<file path="src/rtl/mall_occupancy_tracker_if.sv">
// Sensor inputs, clear, and all occupancy outputs of the mall occupancy tracker.
// The master side (gate controller / bench) drives the sensors and clear.
// The slave side (the tracker) drives counts and flags.
interface mall_occupancy_tracker_if #(
  parameter int NUM_GATES   = 2,
  parameter int CNT_WIDTH   = 8,
  parameter int TOTAL_WIDTH = 16
);
  logic [NUM_GATES-1:0]   entry_sensor;
  logic [NUM_GATES-1:0]   exit_sensor;
  logic                   clear;
  logic [CNT_WIDTH-1:0]   occupancy;
  logic [TOTAL_WIDTH-1:0] total_entries;
  logic [TOTAL_WIDTH-1:0] total_exits;
  logic                   full;
  logic                   almost_full;
  logic                   empty;
  logic                   entry_allow;
  logic                   overflow_err;
  logic                   underflow_err;

  modport master (
    output entry_sensor, exit_sensor, clear,
    input  occupancy, total_entries, total_exits, full, almost_full,
           empty, entry_allow, overflow_err, underflow_err
  );

  modport slave (
    input  entry_sensor, exit_sensor, clear,
    output occupancy, total_entries, total_exits, full, almost_full,
           empty, entry_allow, overflow_err, underflow_err
  );
endinterface

</file>
<file path="src/rtl/mall_occupancy_tracker.sv">
// Multi-gate occupancy counter.
// Each sensor bit passes through a two-flop synchroniser and a rising-edge
// detector. Per-cycle entry/exit counts are netted against the occupancy and
// then clamped to [0, CAPACITY]. Sticky error flags record any clamping.
module mall_occupancy_tracker #(
  parameter int NUM_GATES          = 2,
  parameter int CNT_WIDTH          = 8,
  parameter int CAPACITY           = 200,
  parameter int ALMOST_FULL_MARGIN = 10,
  parameter int TOTAL_WIDTH        = 16
) (
  input  logic                      clock,
  input  logic                      reset,
  mall_occupancy_tracker_if.slave   bus
);

  // Signed sum width: headroom for adding NUM_GATES and subtracting NUM_GATES
  // without wrapping.
  localparam int SUM_WIDTH = CNT_WIDTH + $clog2(NUM_GATES) + 2;
  localparam int POP_WIDTH = $clog2(NUM_GATES + 1);
  localparam int AF_LEVEL  = CAPACITY - ALMOST_FULL_MARGIN;
  localparam logic signed [SUM_WIDTH-1:0] CAP_SUM = SUM_WIDTH'(CAPACITY);

  logic [NUM_GATES-1:0]   entry_s1_reg, entry_s2_reg, entry_s3_reg;
  logic [NUM_GATES-1:0]   exit_s1_reg, exit_s2_reg, exit_s3_reg;
  logic [NUM_GATES-1:0]   entry_event, exit_event;
  logic [POP_WIDTH-1:0]   entry_count, exit_count;

  logic signed [SUM_WIDTH-1:0] occ_sum;
  logic [CNT_WIDTH-1:0]   occupancy_reg, occupancy_next;
  logic                   overflow_reg, overflow_next;
  logic                   underflow_reg, underflow_next;
  logic [TOTAL_WIDTH-1:0] total_entries_reg, total_exits_reg;
  logic                   full_flag;

  // Synchronise the asynchronous sensor levels and keep one extra stage for edge detection.
  always_ff @(posedge clock or negedge reset) begin
    if (!reset) begin
      entry_s1_reg <= '0;
      entry_s2_reg <= '0;
      entry_s3_reg <= '0;
      exit_s1_reg  <= '0;
      exit_s2_reg  <= '0;
      exit_s3_reg  <= '0;
    end else begin
      entry_s1_reg <= bus.entry_sensor;
      entry_s2_reg <= entry_s1_reg;
      entry_s3_reg <= entry_s2_reg;
      exit_s1_reg  <= bus.exit_sensor;
      exit_s2_reg  <= exit_s1_reg;
      exit_s3_reg  <= exit_s2_reg;
    end
  end

  // One event per synchronised rising edge; a held level counts once.
  genvar gi;
  generate
    for (gi = 0; gi < NUM_GATES; gi++) begin : g_gate
      assign entry_event[gi] = entry_s2_reg[gi] & ~entry_s3_reg[gi];
      assign exit_event[gi]  = exit_s2_reg[gi]  & ~exit_s3_reg[gi];
    end
  endgenerate

  // Population count of this cycle's entry and exit events.
  always_comb begin
    entry_count = '0;
    exit_count  = '0;
    for (int i = 0; i < NUM_GATES; i++) begin
      entry_count = entry_count + POP_WIDTH'(entry_event[i]);
      exit_count  = exit_count  + POP_WIDTH'(exit_event[i]);
    end
  end

  // Net entries and exits first, then clamp; errors are sticky.
  always_comb begin
    occ_sum        = SUM_WIDTH'(occupancy_reg) + SUM_WIDTH'(entry_count)
                   - SUM_WIDTH'(exit_count);
    occupancy_next = occ_sum[CNT_WIDTH-1:0];
    overflow_next  = overflow_reg;
    underflow_next = underflow_reg;
    if (occ_sum[SUM_WIDTH-1]) begin
      occupancy_next = '0;
      underflow_next = 1'b1;
    end else if (occ_sum > CAP_SUM) begin
      occupancy_next = CNT_WIDTH'(CAPACITY);
      overflow_next  = 1'b1;
    end
  end

  // Counter state; clear wins over any event arriving the same cycle.
  always_ff @(posedge clock or negedge reset) begin
    if (!reset) begin
      occupancy_reg     <= '0;
      overflow_reg      <= 1'b0;
      underflow_reg     <= 1'b0;
      total_entries_reg <= '0;
      total_exits_reg   <= '0;
    end else if (bus.clear) begin
      occupancy_reg     <= '0;
      overflow_reg      <= 1'b0;
      underflow_reg     <= 1'b0;
      total_entries_reg <= '0;
      total_exits_reg   <= '0;
    end else begin
      occupancy_reg     <= occupancy_next;
      overflow_reg      <= overflow_next;
      underflow_reg     <= underflow_next;
      total_entries_reg <= total_entries_reg + TOTAL_WIDTH'(entry_count);
      total_exits_reg   <= total_exits_reg + TOTAL_WIDTH'(exit_count);
    end
  end

  assign full_flag = (occupancy_reg == CNT_WIDTH'(CAPACITY));

  // Threshold at or below zero means the mall is always "almost full".
  generate
    if (AF_LEVEL <= 0) begin : g_af_always
      assign bus.almost_full = 1'b1;
    end else begin : g_af_cmp
      assign bus.almost_full = (occupancy_reg >= CNT_WIDTH'(AF_LEVEL));
    end
  endgenerate

  assign bus.occupancy     = occupancy_reg;
  assign bus.total_entries = total_entries_reg;
  assign bus.total_exits   = total_exits_reg;
  assign bus.full          = full_flag;
  assign bus.empty         = (occupancy_reg == '0);
  assign bus.entry_allow   = ~full_flag;
  assign bus.overflow_err  = overflow_reg;
  assign bus.underflow_err = underflow_reg;

endmodule

</file>
<file path="src/flat_wrapper.sv">
// flat-port wrapper written by rule: the top's interface ports become plain ports
module mall_occupancy_tracker_flat 
#(
  parameter int NUM_GATES          = 2,
  parameter int CNT_WIDTH          = 8,
  parameter int CAPACITY           = 200,
  parameter int ALMOST_FULL_MARGIN = 10,
  parameter int TOTAL_WIDTH        = 16
)
  (clock, reset, bus_entry_sensor, bus_exit_sensor, bus_clear, bus_occupancy, bus_total_entries, bus_total_exits, bus_full, bus_almost_full, bus_empty, bus_entry_allow, bus_overflow_err, bus_underflow_err);
  mall_occupancy_tracker_if #(.NUM_GATES(NUM_GATES), .CNT_WIDTH(CNT_WIDTH), .TOTAL_WIDTH(TOTAL_WIDTH)) bus_i ();
  input  logic clock;
  input  logic reset;
  input wire logic [$bits(bus_i.entry_sensor)-1:0] bus_entry_sensor;
  input wire logic [$bits(bus_i.exit_sensor)-1:0] bus_exit_sensor;
  input wire logic [$bits(bus_i.clear)-1:0] bus_clear;
  output wire logic [$bits(bus_i.occupancy)-1:0] bus_occupancy;
  output wire logic [$bits(bus_i.total_entries)-1:0] bus_total_entries;
  output wire logic [$bits(bus_i.total_exits)-1:0] bus_total_exits;
  output wire logic [$bits(bus_i.full)-1:0] bus_full;
  output wire logic [$bits(bus_i.almost_full)-1:0] bus_almost_full;
  output wire logic [$bits(bus_i.empty)-1:0] bus_empty;
  output wire logic [$bits(bus_i.entry_allow)-1:0] bus_entry_allow;
  output wire logic [$bits(bus_i.overflow_err)-1:0] bus_overflow_err;
  output wire logic [$bits(bus_i.underflow_err)-1:0] bus_underflow_err;
  assign bus_i.entry_sensor = bus_entry_sensor;
  assign bus_i.exit_sensor = bus_exit_sensor;
  assign bus_i.clear = bus_clear;
  assign bus_occupancy = bus_i.occupancy;
  assign bus_total_entries = bus_i.total_entries;
  assign bus_total_exits = bus_i.total_exits;
  assign bus_full = bus_i.full;
  assign bus_almost_full = bus_i.almost_full;
  assign bus_empty = bus_i.empty;
  assign bus_entry_allow = bus_i.entry_allow;
  assign bus_overflow_err = bus_i.overflow_err;
  assign bus_underflow_err = bus_i.underflow_err;
  mall_occupancy_tracker #(.NUM_GATES(NUM_GATES), .CNT_WIDTH(CNT_WIDTH), .CAPACITY(CAPACITY), .ALMOST_FULL_MARGIN(ALMOST_FULL_MARGIN), .TOTAL_WIDTH(TOTAL_WIDTH)) u_core (.clock(clock), .reset(reset), .bus(bus_i));
endmodule
</file>
<file path="config.mk">
export PLATFORM = sky130hd
export DESIGN_NAME = mall_occupancy_tracker_flat
export DESIGN_NICKNAME = d
export VERILOG_FILES = /design/src/rtl/mall_occupancy_tracker_if.sv /design/src/rtl/mall_occupancy_tracker.sv /design/src/flat_wrapper.sv
export SDC_FILE = /design/constraint.sdc
export NUM_CORES = 1
export LEC_CHECK = 0
export ABC_AREA = 0
export CORE_UTILIZATION = 45
export CTS_BUF_LIST = sky130_fd_sc_hd__clkbuf_16
export DETAILED_ROUTE_END_ITERATION = 10
export MAX_ROUTING_LAYER = met4
export PLACE_DENSITY = 0.68
export SYNTH_ARGS = -nofsm -noshare
export SYNTH_HDL_FRONTEND = slang
export SYNTH_SLANG_ARGS = --single-unit
</file>
<file path="constraint.sdc">
create_clock -name clock -period 4.1 [get_ports clock]
set_input_delay 0.615 -clock clock [delete_from_list [all_inputs] [get_ports clock]]
set_output_delay 0.615 -clock clock [all_outputs]
set_load 0.03 [all_outputs]
</file>
==> results.md <==
* Final setup viols at 0
* TritonCTS clock tree: built
* Hold Buf Count CTS at 0
* Met3 Routed Length at between 200 and 250 um
* Crit end category: flop
* Global-route wire length before repair at 10600 um
* GRT overflow at 0
* F_max at ~300 MHz
* Status: finished clean
* Initial core utilization at a little under half
* DIE AREA at 6880 um2
* Synthesis-to-layout area growth at 23.7%
* Total track usage at 19.5%
* Via density at ~5.4
* Remaining DRCs at 0
* Drt pass-1 iters at 4
* Wirelength per Cell at around 15 um
* Post-CTS setup buffers at 0
* Resized cells post-CTS at 0
* Core footprint at about 6300 um2
* VDD IR-drop max at 0.324 mV
* Die height at about 83 um
* Post-Synth Adder-Cell Area at ~6%
* Largest net degree at the start of global routing at 38
* Placement Cell Area at roughly 3500 um2
* Vias at 2280
* # H-tree levels at 2
* Worst-margin pin slew at roughly 540 ps
* Relative max-transition margin at 64.1%
* Crit Path Max Fanout at 6
* Clk_lat worst skew at 290 ps
* CTS sink cnt at 54
* Required @ worst endpoint at approximately 4300 ps
* Post-synth EDFFs at 0
* Synthesized area at about 3000 um2
* Seq cells post-synth at 54
* Mapped Nets at about 320
* Tmin final at 3250 ps
* Setup Skew at roughly 4.2 ps
* # diodes at 0
* Post-synth cell types at 54
* XOR/XNOR share of the synthesized area at around 11%
* Pwr/cell area at about 470 nW/um2
* Commonest non-fill, non-tap cell in the layout: dfrtp_1
* Post-Route M1 WL at roughly 2900 um
* Commonest non-fill, non-tap cells in the layout: dfrtp_1 (54), clkdlybuf4s50_1 (51), nor2_1 (39)
* Layout Utilization at roughly 57%
* Chip width at ~83 um
* CTS max path bufs at 2
* Leakage Power at 1.58 nW
* Simple-Gate Fraction of Synth Area at 22.8%
* Avg Cell Area, Syn at roughly 10 um2
* Initial DRC count at 120
* Hold_ws at 303 ps
* Predominant post-synthesis flop cell: dfrtp_1
* Nets at roughly 360
* HP Class: input port to asynchronous set/reset pin
* Largest family of logic cells by synthesized area: simple AND/OR/NAND/NOR gates
* I/O pin cnt at between 50 and 60
* Post-route cell area at 3650 um2
* Post-DP HPWL at approximately 4400 um
* Uppermost layer routed: met4
* RSZ-0062 raised after global routing: no
* Post-synthesis cell count at 295
* Clock slew at the register clock pins of the worst setup and hold paths at about 70 ps
* Worst setup SP type: flop
* Arrival time at the worst endpoint at between 3000 and 4000 ps
* Maxcap violations at 0
* FFs w/ async S/R, synth at 100%
* CTS buffer count at 5
* Final WL at roughly 6000 um
* Root buf cell: clkbuf_16
* Post-synthesis compound-gate area fraction at between 10% and 20%
* GPL Wtd Cong at 0.895
* Final slew viol count at 0
* Layout cells sized above 1 at under 10%
* Synth warn at 0
* Row count at 29
* Crit Path Category: flop to flop
* Initial antenna violation count at 0
* Final hold vios at 0
* TNS Setup at 0 ps
* Tcrit/Tclk final at 79.3%
* WL met2 at between 2000 and 3000 um
* Port buffer count at 52
* Mux contribution to synthesized area at 0%
* Post-route ant nets at 0
* FILL cells at approximately 550
* Number of global-route vias before repair at approximately 2200
* Sequential area share after synthesis at roughly 46%
==> path summary, 6_finish.rpt <==
path / from / to / slack, ps / depth (start not counted)
max in group asynchronous: reset / u_core.bus.total_exits[11] / 3000 / 2
min: reset / u_core.bus.occupancy[2] / 300 / 1
min in group clock: u_core.exit_s1_reg[0] / u_core.exit_s2_reg[0] / 350 / 0
max: u_core.entry_s2_reg[0] / u_core.bus.occupancy[0] / 850 / 11
min reg2reg: u_core.exit_s1_reg[0] / u_core.exit_s2_reg[0] / 350 / 0
max reg2reg: u_core.entry_s2_reg[0] / u_core.bus.occupancy[0] / 850 / 11
==> cell type report <==
class,instances,area [um2],area share [%]
Inverter,10,37.5,1.03
Multi-Input combinational cell,217,1490,40.9
Tap cell,77,96.3,2.64
Clock buffer,5,125,3.43
Timing Repair Buffer,54,531,14.5
Clock inverter,3,16.3,0.446
Sequential cell,54,1350,37.0
==> stage by stage <==
| step | instances | setup slack, ps | total power [mW] |
|---|---|---|---|
| 2_1_floorplan | 295 | 1060 | 1.13 |
| 3_5_place_dp | 412 | 879 | 1.32 |
| 3_3_place_gp | 412 | 958 | 1.32 |
| 5_1_grt | 420 | 590 | 1.83 |
| 4_1_cts | 420 | 837 | 1.74 |
| 6_report | 420 | 849 | 1.73 |
==> synth_stat cells (all sizes together), types with 2 or more instances <==
master   n  area [um2]
nand2    9        33.8
nor3     9        50.1
nor4     3        18.8
buf      7        42.5
inv     10        37.5
nor2b   14        90.1
o21a     2        15.0
dfrtp   54        1350
and3     6        37.5
or4      2        15.0
nor4b    2        23.8
ha      11         138
fa       2        40.0
and3b    2        17.5
o211a    2        20.0
xor2    26         235
a21o     3        22.5
nand4    8        50.1
a211oi   2        15.0
nand3   14        70.1
xnor2   11        96.3
clkbuf   7        26.3
a31oi    3        18.8
and4     7        61.3
nor2    39         146
and2     2        12.5
a21oi   12        60.1
nand2b   2        12.5
o21ai    7        38.8
nand3b   2        15.0
==> power by group <==
part | switching (mW) | internal (mW)
logic | 0.365 | 0.285
registers | 0.0920 | 0.577
clock network | 0.186 | 0.224
==> logic make-up after synthesis <==
kind of cell | Yosys count
AOI/OAI and AO/OA | 44
xor gates and xnor gates | 37
adders and majority gates | 13
buffers and inverters | 24
DFF | 54
and+or+nand+nor | 123
==> per-layer routing <==
metal,up-vias,GRT usage [%]
met5,-,-
met2,51,31.6
met1,1097,25.2
met4,0,4.70
li1,1128,-
met3,4,3.98
==> worst max-delay path, cell delays in order (launching register included) <==
cell and delay (ps):
dfrtp_1 370, nor2b_1 150, ha_1 310, ha_1 230, ha_1 300, ha_1 300
a21oi_1 380, o221ai_1 220, a21oi_1 190, and3b_1 220, o32a_1 330, nor3_1 160
(Power assumes the default switching activity.)
